[src/rtl/led_cube_pkg.sv]
// Shared constants and types for the LED cube streaming frame buffer.
// Holds the default frame geometry, the derived pointer widths and the
// receive-stream FSM state encoding.
package led_cube_pkg;

  localparam int unsigned FRAME_BYTES = 64;
  localparam int unsigned NUM_FRAMES  = 8;
  localparam int unsigned ROW_W       = $clog2(FRAME_BYTES);
  localparam int unsigned SLOT_W      = $clog2(NUM_FRAMES);
  localparam int unsigned DATA_W      = 8;

  typedef enum logic [0:0] {
    HUNT = 1'b0,
    FILL = 1'b1
  } stream_state_e;

endpackage

[src/rtl/led_cube_frame_ram.sv]
// Simple dual-port frame memory: one synchronous write port and one
// registered read port (read-before-write on address collision).
// Ports:
//   clk, rst            clock; rst clears only the read data register
//   i_we/i_waddr/i_wdata write strobe, address, data
//   i_raddr             read address, sampled every cycle
//   o_rd_data           registered read data
module led_cube_frame_ram #(
  parameter int unsigned ADDR_W = 9,
  parameter int unsigned DATA_W = 8
) (
  input  logic              clk,
  input  logic              rst,
  input  logic              i_we,
  input  logic [ADDR_W-1:0] i_waddr,
  input  logic [DATA_W-1:0] i_wdata,
  input  logic [ADDR_W-1:0] i_raddr,
  output logic [DATA_W-1:0] o_rd_data
);

  localparam int unsigned DEPTH = 1 << ADDR_W;

  logic [DATA_W-1:0] r_mem [DEPTH];
  logic [DATA_W-1:0] r_rd_data;

  // Memory array: no reset so it maps onto block RAM.
  always_ff @(posedge clk) begin
    if (i_we) begin
      r_mem[i_waddr] <= i_wdata;
    end
  end

  // Output register with synchronous clear.
  always_ff @(posedge clk) begin
    if (rst) begin
      r_rd_data <= '0;
    end else begin
      r_rd_data <= r_mem[i_raddr];
    end
  end

  assign o_rd_data = r_rd_data;

endmodule

[src/rtl/led_cube_stream_buffer.sv]
// Receive-side frame buffer for streaming mode. Assembles SOF-delimited
// byte streams into fixed-size frames in a ring of slots and exposes the
// oldest complete frame through a registered random-access read port.
// Ports:
//   clk, rst, flush      clock, sync reset, sync pointer/FSM clear
//   in_valid/in_data/in_sof/in_ready  byte stream input with handshake
//   rd_addr/rd_data     head-frame read port, one cycle latency
//   frame_avail/frame_pop/occupancy   head-frame status and release
//   err_sof             one-cycle pulse when a partial frame is abandoned
module led_cube_stream_buffer
  import led_cube_pkg::*;
#(
  parameter int unsigned FRAME_BYTES = led_cube_pkg::FRAME_BYTES,
  parameter int unsigned NUM_FRAMES  = led_cube_pkg::NUM_FRAMES
) (
  input  logic                          clk,
  input  logic                          rst,
  input  logic                          flush,
  input  logic                          in_valid,
  input  logic [DATA_W-1:0]             in_data,
  input  logic                          in_sof,
  output logic                          in_ready,
  input  logic [$clog2(FRAME_BYTES)-1:0] rd_addr,
  output logic [DATA_W-1:0]             rd_data,
  output logic                          frame_avail,
  input  logic                          frame_pop,
  output logic [$clog2(NUM_FRAMES):0]   occupancy,
  output logic                          err_sof
);

  localparam int unsigned ROW_BITS  = $clog2(FRAME_BYTES);
  localparam int unsigned SLOT_BITS = $clog2(NUM_FRAMES);
  localparam int unsigned OCC_BITS  = SLOT_BITS + 1;
  localparam int unsigned ADDR_BITS = SLOT_BITS + ROW_BITS;
  localparam logic [ROW_BITS-1:0] LAST_ROW = ROW_BITS'(FRAME_BYTES - 1);
  localparam logic [OCC_BITS-1:0] FULL_OCC = OCC_BITS'(NUM_FRAMES);

  stream_state_e        r_state;
  stream_state_e        w_state_nxt;
  logic [ROW_BITS-1:0]  r_wr_row;
  logic [ROW_BITS-1:0]  w_wr_row_nxt;
  logic [ROW_BITS-1:0]  w_wr_addr_row;
  logic [SLOT_BITS-1:0] r_head;
  logic [SLOT_BITS-1:0] r_tail;
  logic [OCC_BITS-1:0]  r_occupancy;
  logic                 r_err_sof;
  logic                 w_accept;
  logic                 w_we;
  logic                 w_commit;
  logic                 w_abandon;
  logic                 w_pop;
  logic                 w_ram_we;

  assign in_ready    = (r_occupancy != FULL_OCC);
  assign frame_avail = (r_occupancy != '0);
  assign occupancy   = r_occupancy;
  assign err_sof     = r_err_sof;

  assign w_accept = in_valid && in_ready;
  assign w_pop    = frame_pop && (r_occupancy != '0);

  // Stream FSM: next state, write row and commit/abandon strobes.
  always_comb begin
    w_state_nxt   = r_state;
    w_wr_row_nxt  = r_wr_row;
    w_wr_addr_row = r_wr_row;
    w_we          = 1'b0;
    w_commit      = 1'b0;
    w_abandon     = 1'b0;
    unique case (r_state)
      HUNT: begin
        if (w_accept && in_sof) begin
          w_we          = 1'b1;
          w_wr_addr_row = '0;
          w_wr_row_nxt  = ROW_BITS'(1);
          w_state_nxt   = FILL;
        end
      end
      FILL: begin
        if (w_accept) begin
          w_we = 1'b1;
          if (in_sof && (r_wr_row != '0)) begin
            // Restart in the same tail slot; the partial frame is overwritten.
            w_abandon     = 1'b1;
            w_wr_addr_row = '0;
            w_wr_row_nxt  = ROW_BITS'(1);
          end else if (r_wr_row == LAST_ROW) begin
            w_commit     = 1'b1;
            w_wr_row_nxt = '0;
            w_state_nxt  = HUNT;
          end else begin
            w_wr_row_nxt = r_wr_row + 1'b1;
          end
        end
      end
      default: w_state_nxt = HUNT;
    endcase
  end

  // Pointer, occupancy and FSM state registers.
  always_ff @(posedge clk) begin
    if (rst || flush) begin
      r_state     <= HUNT;
      r_wr_row    <= '0;
      r_head      <= '0;
      r_tail      <= '0;
      r_occupancy <= '0;
      r_err_sof   <= 1'b0;
    end else begin
      r_state   <= w_state_nxt;
      r_wr_row  <= w_wr_row_nxt;
      r_err_sof <= w_abandon;
      if (w_commit) begin
        r_tail <= r_tail + 1'b1;
      end
      if (w_pop) begin
        r_head <= r_head + 1'b1;
      end
      // Simultaneous commit and pop leaves occupancy unchanged.
      unique case ({w_commit, w_pop})
        2'b10:   r_occupancy <= r_occupancy + 1'b1;
        2'b01:   r_occupancy <= r_occupancy - 1'b1;
        default: r_occupancy <= r_occupancy;
      endcase
    end
  end

  // Reset and flush block any write issued in the same cycle.
  assign w_ram_we = w_we && !rst && !flush;

  led_cube_frame_ram #(
    .ADDR_W (ADDR_BITS),
    .DATA_W (DATA_W)
  ) u_frame_ram (
    .clk       (clk),
    .rst       (rst),
    .i_we      (w_ram_we),
    .i_waddr   ({r_tail, w_wr_addr_row}),
    .i_wdata   (in_data),
    .i_raddr   ({r_head, rd_addr}),
    .o_rd_data (rd_data)
  );

endmodule

[config.mk]
export PLATFORM = sky130hd
export DESIGN_NAME = led_cube_stream_buffer
export DESIGN_NICKNAME = d
export VERILOG_FILES = /design/src/rtl/led_cube_pkg.sv /design/src/rtl/led_cube_frame_ram.sv /design/src/rtl/led_cube_stream_buffer.sv
export SDC_FILE = /design/constraint.sdc
export NUM_CORES = 2
export LEC_CHECK = 0
export ABC_AREA = 1
export CAP_MARGIN = 20
export CELL_PAD_IN_SITES_DETAIL_PLACEMENT = 0
export CELL_PAD_IN_SITES_GLOBAL_PLACEMENT = 1
export CORE_MARGIN = 3
export CORE_UTILIZATION = 50
export DETAILED_ROUTE_END_ITERATION = 6
export MAX_ROUTING_LAYER = met4
export PLACE_DENSITY = 0.74
export REMOVE_ABC_BUFFERS = 1
export SLEW_MARGIN = 0
export SYNTH_ARGS = -nofsm -noshare
export SYNTH_HDL_FRONTEND = slang
export SYNTH_SLANG_ARGS = --single-unit
[constraint.sdc]
create_clock -name clk -period 7.9 [get_ports clk]
set_input_delay 1.185 -clock clk [delete_from_list [all_inputs] [get_ports clk]]
set_output_delay 1.185 -clock clk [all_outputs]
set_load 0.03 [all_outputs]
# Yosys cells after proc, flatten, opt, wreduce, memory -nomap -nowiden
# Memories as Yosys holds them, arrays and structs flattened. A register that Yosys moved wholly into a read port is not among the register bits.
# Cells that the tools add are included.
[word_totals] mem_bits_rw=4096 ff_bits=18 memories=1 output_inout_bits=15 wordCells=58 inputBits=20
[classes] reduce_logical=14 bitwise_logic=2 n_eq_ne=6 add_sub_neg=5 muxes=24
[mem_list] name="u_frame_ram.r_mem" words=512 word_bits=8 rd=1 rd_clocked_by_memory_dff=1 wr=1 line_no="led_cube_frame_ram.sv:23" rtl="logic [DATA_W-1:0] r_mem [DEPTH];"
[op_table] operator="$mux 6" count=7
[op_table] operator="$pmux 6 s2" count=2
[op_table] operator="$mux 1" count=12
[op_table] operator="$pmux 4 s2" count=1
[op_table] operator="$add 3x1->3 const B" count=2
[op_table] operator="$add 6x1->6 const B" count=1
[op_table] operator="$eq 6x6->1 const B" count=1
[op_table] operator="$logic_and 1x1->1" count=6
[op_table] operator="$reduce_bool 6->1" count=1
[op_table] operator="$add 4x1->4 const B" count=1
[op_table] operator="$ne 4x4->1 const B" count=1
[op_table] operator="$pmux 1 s2" count=2
[op_table] operator="$reduce_bool 4->1" count=1
[op_table] operator="$sub 4x1->4 const B" count=1
[op_table] operator="$reduce_or 3->1" count=1
[op_table] operator="$eq 2x1->1 const B" count=1
[op_table] operator="$eq 2x2->1 const B" count=1
[op_table] operator="$logic_not 1->1" count=2
[op_table] operator="$ne 2x1->1 const B" count=1
[op_table] operator="$ne 2x2->1 const B" count=1
[op_table] operator="$not 1->1" count=2
[op_table] operator="$reduce_and 2->1" count=1
[op_table] operator="$reduce_bool 2->1" count=1
[op_table] operator="$logic_or 1x1->1" count=1

# Longest topological paths before layout
[depth] depth_word=9 depth_mapped=17

# Cells and area by module
# Synthesis repeated with hierarchy kept, for this count alone.
[hier_totals] hier_cells=14101 area_unflattened_um2=168039.9
[by_module_without_submodules] mod="led_cube_frame_ram" n_inst=1 cells_each=13940 area_each_um2=166918.8
[by_module_without_submodules] mod="led_cube_stream_buffer" n_inst=1 cells_each=161 area_each_um2=1121.1

# Least setup slack after synthesis
# No wires, ideal clock.
[synth_timing] path_kind="in2reg" start="in in_sof" end="reg r_occupancy[3], in the netlist occupancy[3]" required_ns=7.781 arrival_ns=3.006 setup_ns=0.119 slack_ns=4.775 path_stages=14 path_buffers=0 cell_sequence="nand2_1 inv_1 nor2_1 nand3_1 ha_1 ha_1 nand2_1 nor2_1 a211oi_1 nor2_1 nor2_1 nand2_1 o21ai_0 a21oi_1"
[synth_via] elab_chain_cells=6 elab_cells_between_ends=8
[synth_lines] element="from (decl)" line_no="led_cube_stream_buffer.sv:21" rtl="input logic in_sof,"
[synth_lines] element="$logic_and 1x1->1 (*)" line_no="led_cube_stream_buffer.sv:82" rtl="if (in_sof && (r_wr_row != '0)) begin"
[synth_lines] element="$mux 1 (*)" line_no="led_cube_stream_buffer.sv:82"
[synth_lines] element="$mux 1 (*)" line_no="led_cube_stream_buffer.sv:80" rtl="if (w_accept) begin"
[synth_lines] element="$mux 1 (*)" line_no="led_cube_stream_buffer.sv:70" rtl="unique case (r_state)"
[synth_lines] element="$eq 2x1->1 or $eq 2x2->1 (tied branches)" line_no="led_cube_stream_buffer.sv:120" rtl="unique case ({w_commit, w_pop})"
[synth_lines] element="$pmux 4 s2 or $reduce_bool 2->1 (tied branches)"
[synth_lines] element="to (signal assigned)" line_no="led_cube_stream_buffer.sv:121" rtl="2'b10: r_occupancy <= r_occupancy + 1'b1;"
[synth_lines] element="to (signal assigned)" line_no="led_cube_stream_buffer.sv:122" rtl="2'b01: r_occupancy <= r_occupancy - 1'b1;"
[synth_lines] element="to (signal assigned)" line_no="led_cube_stream_buffer.sv:123" rtl="default: r_occupancy <= r_occupancy;"
[synth_lines] element="to (decl)" line_no="led_cube_stream_buffer.sv:45" rtl="logic [OCC_BITS-1:0] r_occupancy;"
# Mark *: on every way between the ends. The rest lies on a longest branch, timed or not.
# A chain may end at the register's enable or synchronous reset.

# Worst setup path in the final report
[layout_timing] start="in in_valid" end="mem u_frame_ram.r_mem[500][2] (enable)"
[layout_via] elab_chain_cells=8 elab_cells_between_ends=12
[layout_lines] element="from (decl)" line_no="led_cube_stream_buffer.sv:19" rtl="input logic in_valid,"
[layout_lines] element="$logic_and 1x1->1 (*)" line_no="led_cube_stream_buffer.sv:59" rtl="assign w_accept = in_valid && in_ready;"
[layout_lines] element="$logic_and 1x1->1" line_no="led_cube_stream_buffer.sv:72" rtl="if (w_accept && in_sof) begin"
[layout_lines] element="$mux 1" line_no="led_cube_stream_buffer.sv:72"
[layout_lines] element="$pmux 1 s2" line_no="led_cube_stream_buffer.sv:70"
[layout_lines] element="$logic_and 1x1->1 (2 in series)" line_no="led_cube_stream_buffer.sv:129" rtl="assign w_ram_we = w_we && !rst && !flush;"
[layout_lines] element="$mux 1" line_no="led_cube_frame_ram.sv:28" rtl="if (i_we) begin"
[layout_lines] element="$mux 1 (not written as such)" line_no="led_cube_frame_ram.sv:29" rtl="r_mem[i_waddr] <= i_wdata;"
[layout_lines] element="to (decl)" line_no="led_cube_frame_ram.sv:23"
# Marked as above.

==> impl_metrics.tcl <==
set metrics [dict create \
    clk_path_buf_depth 4 \
    ys.flop_type "edfxtp_1" \
    tritoncts "built" \
    netlist_area_mm2 0.167 \
    synth.top_cells.by_count "nand2_1, edfxtp_1, nand3_1" \
    syn_inst 14000 \
    skew_ps 33.6 \
    final_area_mm2 0.184 \
    grt_pass1_vias 105000 \
    power_frac_seq_pct 51.6 \
    cts_resized 0 \
    ios 35 \
    place_area_mm2 0.170 \
    synthMostInstantiatedCell "nand2_1" \
    cpPeakStageDelay_ps 730 \
    cts_setup_buffers 0 \
    clockPowerShare_pct 42.8 \
    critical_path_depth 10 \
    status "finished, final reports clean" \
    critPathBufInv 3 \
    ant_nets 0 \
    path_max_fanout 19 \
    finalHoldWorstSlack_ps 530 \
    combPwrFrac_pct 5.5 \
    final_nets 13700 \
    postCtsHoldBufs 0 \
    synth_cell_types 34 \
    core_mm2 0.331 \
    hold_violations 0 \
    synthToLayoutAreaGrowth_pct 10.4 \
    cp_top_family "simple AND/OR/NAND/NOR gates" \
    n_fill_cell 27100 \
    grt_use_total_pct 28.3 \
    p_per_area_mw_per_mm2 253 \
    critPathKind "in -> reg" \
    gp_congestion 0.890 \
    yosys-top-cells-area "edfxtp_1, nand3_1, nand2_1" \
    setup.worst_path.start_class "primary input" \
    async_flop_share_pct 0 \
    wirelength_um 476000 \
    p_sw_mw 10.3 \
    grt_setup_unrepaired "false" \
    cpMaxStageDelayCell "nor2_1" \
    drc 0 \
    min_period_ps 4410 \
    cts_max_level 5 \
    ir_drop_v 0.000218 \
    io_buffers 34 \
    cts_sinks 4122 \
    grt_start_max_net_pins 199 \
    max_freq_mhz 227 \
    ys_seq_area_share_pct 74.0 \
    synth-edff-count 4096 \
    layout-drive-gt1-share_pct 6.05 \
    maxCapViolations 0 \
    tightest_slew_ps 1150 \
    met3_usage_pct 4.10 \
    required_ps 8480 \
    top_usage_layer "met2" \
    clk_latency_ps 950 \
    antenna_found_initial 14 \
    dr.pass1.iters 6 \
    core.rowCount 211 \
    ys_ff_latch 4122 \
    wl_per_cell_um 25.9 \
    die_area_mm2 0.341 \
    hold_class "reg -> reg" \
    root_buffer "clkbuf_16" \
    r2r_setup_slack_ps 3520 \
    via_per_inst 5.93 \
    setup_viol 0 \
    initialDrtViolationCount 13700 \
    fp.dieW_um 584 \
    crit_path_end_kind "flop" \
    grt_pass1_wl_um 695000 \
    cp_cell_sequence "clkdlybuf4s50_1 > nand2_2 > nor2_1 > inv_1 > nor2_1 > nor3_1 > nor2_1 > nand2_4 > buf_4 > nor2_1" \
    cts.reportedPaths.clkPinSlew_ps 60 \
    p_leak_nw 63.3 \
    post-synth-top-area-cell "edfxtp_1" \
    holdPathStages 2 \
    cts_buffers 416 \
    switching_share_pct 22.2 \
    synth.top_cell.area_share_pct 73.7 \
    syn-mean-instance-area_um2 11.9 \
    yosys_warnings 0 \
    grt_use_met2_pct 43.9 \
    slew-limit-headroom_pct 23.5 \
    crit_arrival_ps 4990 \
    overflow 0 \
    use_met1_pct 38.5 \
    slew_violations 0 \
    vias 109000 \
    fin_crit_sh_pct 55.8 \
    cpMostUsedCell "nor2_1" \
    rr_worst_depth 12 \
    start_util_pct 50.4 \
    place_hpwl_um 264000 \
    die_h_um 584 \
    p_int_mw 36.2 \
]
-- placed cells by master, fill, tap and decap left out, types with 6 or more instances in the layout --
master,netlist,layout
ha_1,7,7
buf_12,0,54
clkbuf_1,264,59
clkbuf_16,0,424
buf_8,0,12
clkinv_8,0,6
buf_4,25,111
clkinv_2,0,85
nor2_1,548,548
o21ai_0,12,12
nand2_4,1,17
a21oi_1,12,12
diode_2,0,10
nor3_1,12,9
nand2_2,10,10
inv_6,0,15
clkinvlp_4,0,16
edfxtp_1,4096,4096
dfxtp_1,26,25
bufinv_16,0,55
clkdlybuf4s50_1,0,20
nand3_1,4045,4045
inv_1,23,21
nand2_1,4235,4219
clkinv_4,0,10
clkinv_1,2,93
-- path summary, 6_finish.rpt --
path                              startpoint                        end
worst max register to register  occupancy[1]  u_frame_ram.r_mem[259][2]
worst max-delay path                in_valid  u_frame_ram.r_mem[500][2]
worst min-delay path            occupancy[3]               occupancy[3]
worst min register to register  occupancy[3]               occupancy[3]
-- metal layers --
metal  wire length, um  vias up
li1                  -    49300
met1            195000    53900
met2            223000     5179
met3             40700      878
met4             18100        0
met5                 0        -
-- through the flow --
step / setup slack [ps] / setup TNS, ps / cells / total power [mW] / util, %
CTS: 3450 / 0 / 18400 / 46.8 / 55.6
global placement: 2450 / 0 / 17600 / 27.1 / 51.4
finish: 3490 / 0 / 18400 / 46.6 / 55.6
detailed placement: 2480 / 0 / 17600 / 27.1 / 51.4
floorplan: -9720 / -77730 / 13100 / 26.1 / -
global route: 3380 / 0 / 18400 / 47.9 / 55.6
-- tightest hold or removal path, cell delays in order (launching register included) --
cell	delay, ps
dfxtp_1	330
inv_1	90
a21oi_1	60
-- state kept, by name, summed over array words and instances, names as in the netlist --
signal	count
err_sof	1
r_state	1
occupancy	4
r_wr_row	6
r_tail	3
r_head	3
u_frame_ram.r_mem	4096
u_frame_ram.o_rd_data	8
-- power by group through the flow --
stage / Sequential [mW] / Clock, mW / Combinational, mW
floorplan: 24.5 / 0 / 1.61
CTS: 24.1 / 20.2 / 2.56
detailed placement: 24.5 / 0 / 2.55
global route: 24.0 / 21.1 / 2.79
global placement: 24.5 / 0 / 2.54
finish: 24.1 / 20.0 / 2.57
-- cell families (layout without fill, tap and decap cells) --
kind of cell | count (synthesis) | count (layout) | synth area share, %
buffers and inverters | 1019 | 1003 | 2.77
adder cells (fa/ha/maj) | 8 | 8 | 0.0645
flip-flops | 4122 | 4122 | 74.0
XOR/XNOR | 2 | 2 | 0.0105
AO/OA/AOI/OAI | 31 | 31 | 0.105
other | 0 | 10 | 0
AND/OR/NAND/NOR | 8862 | 8862 | 23.0
-- area by class of cell --
cell class / count / area [um2] / share of cell area (%)
flip-flops and latches: 4122 / 124000 / 67.0
multi-input cells: 8903 / 38900 / 21.1
clock buffers: 483 / 10800 / 5.88
well taps: 4366 / 5460 / 2.96
clock inverters: 283 / 3000 / 1.63
repair buffers: 204 / 2400 / 1.30
inverters: 33 / 160 / 0.0869
diodes: 10 / 25.0 / 0.0136
Power figures use the tool's default switching activity.
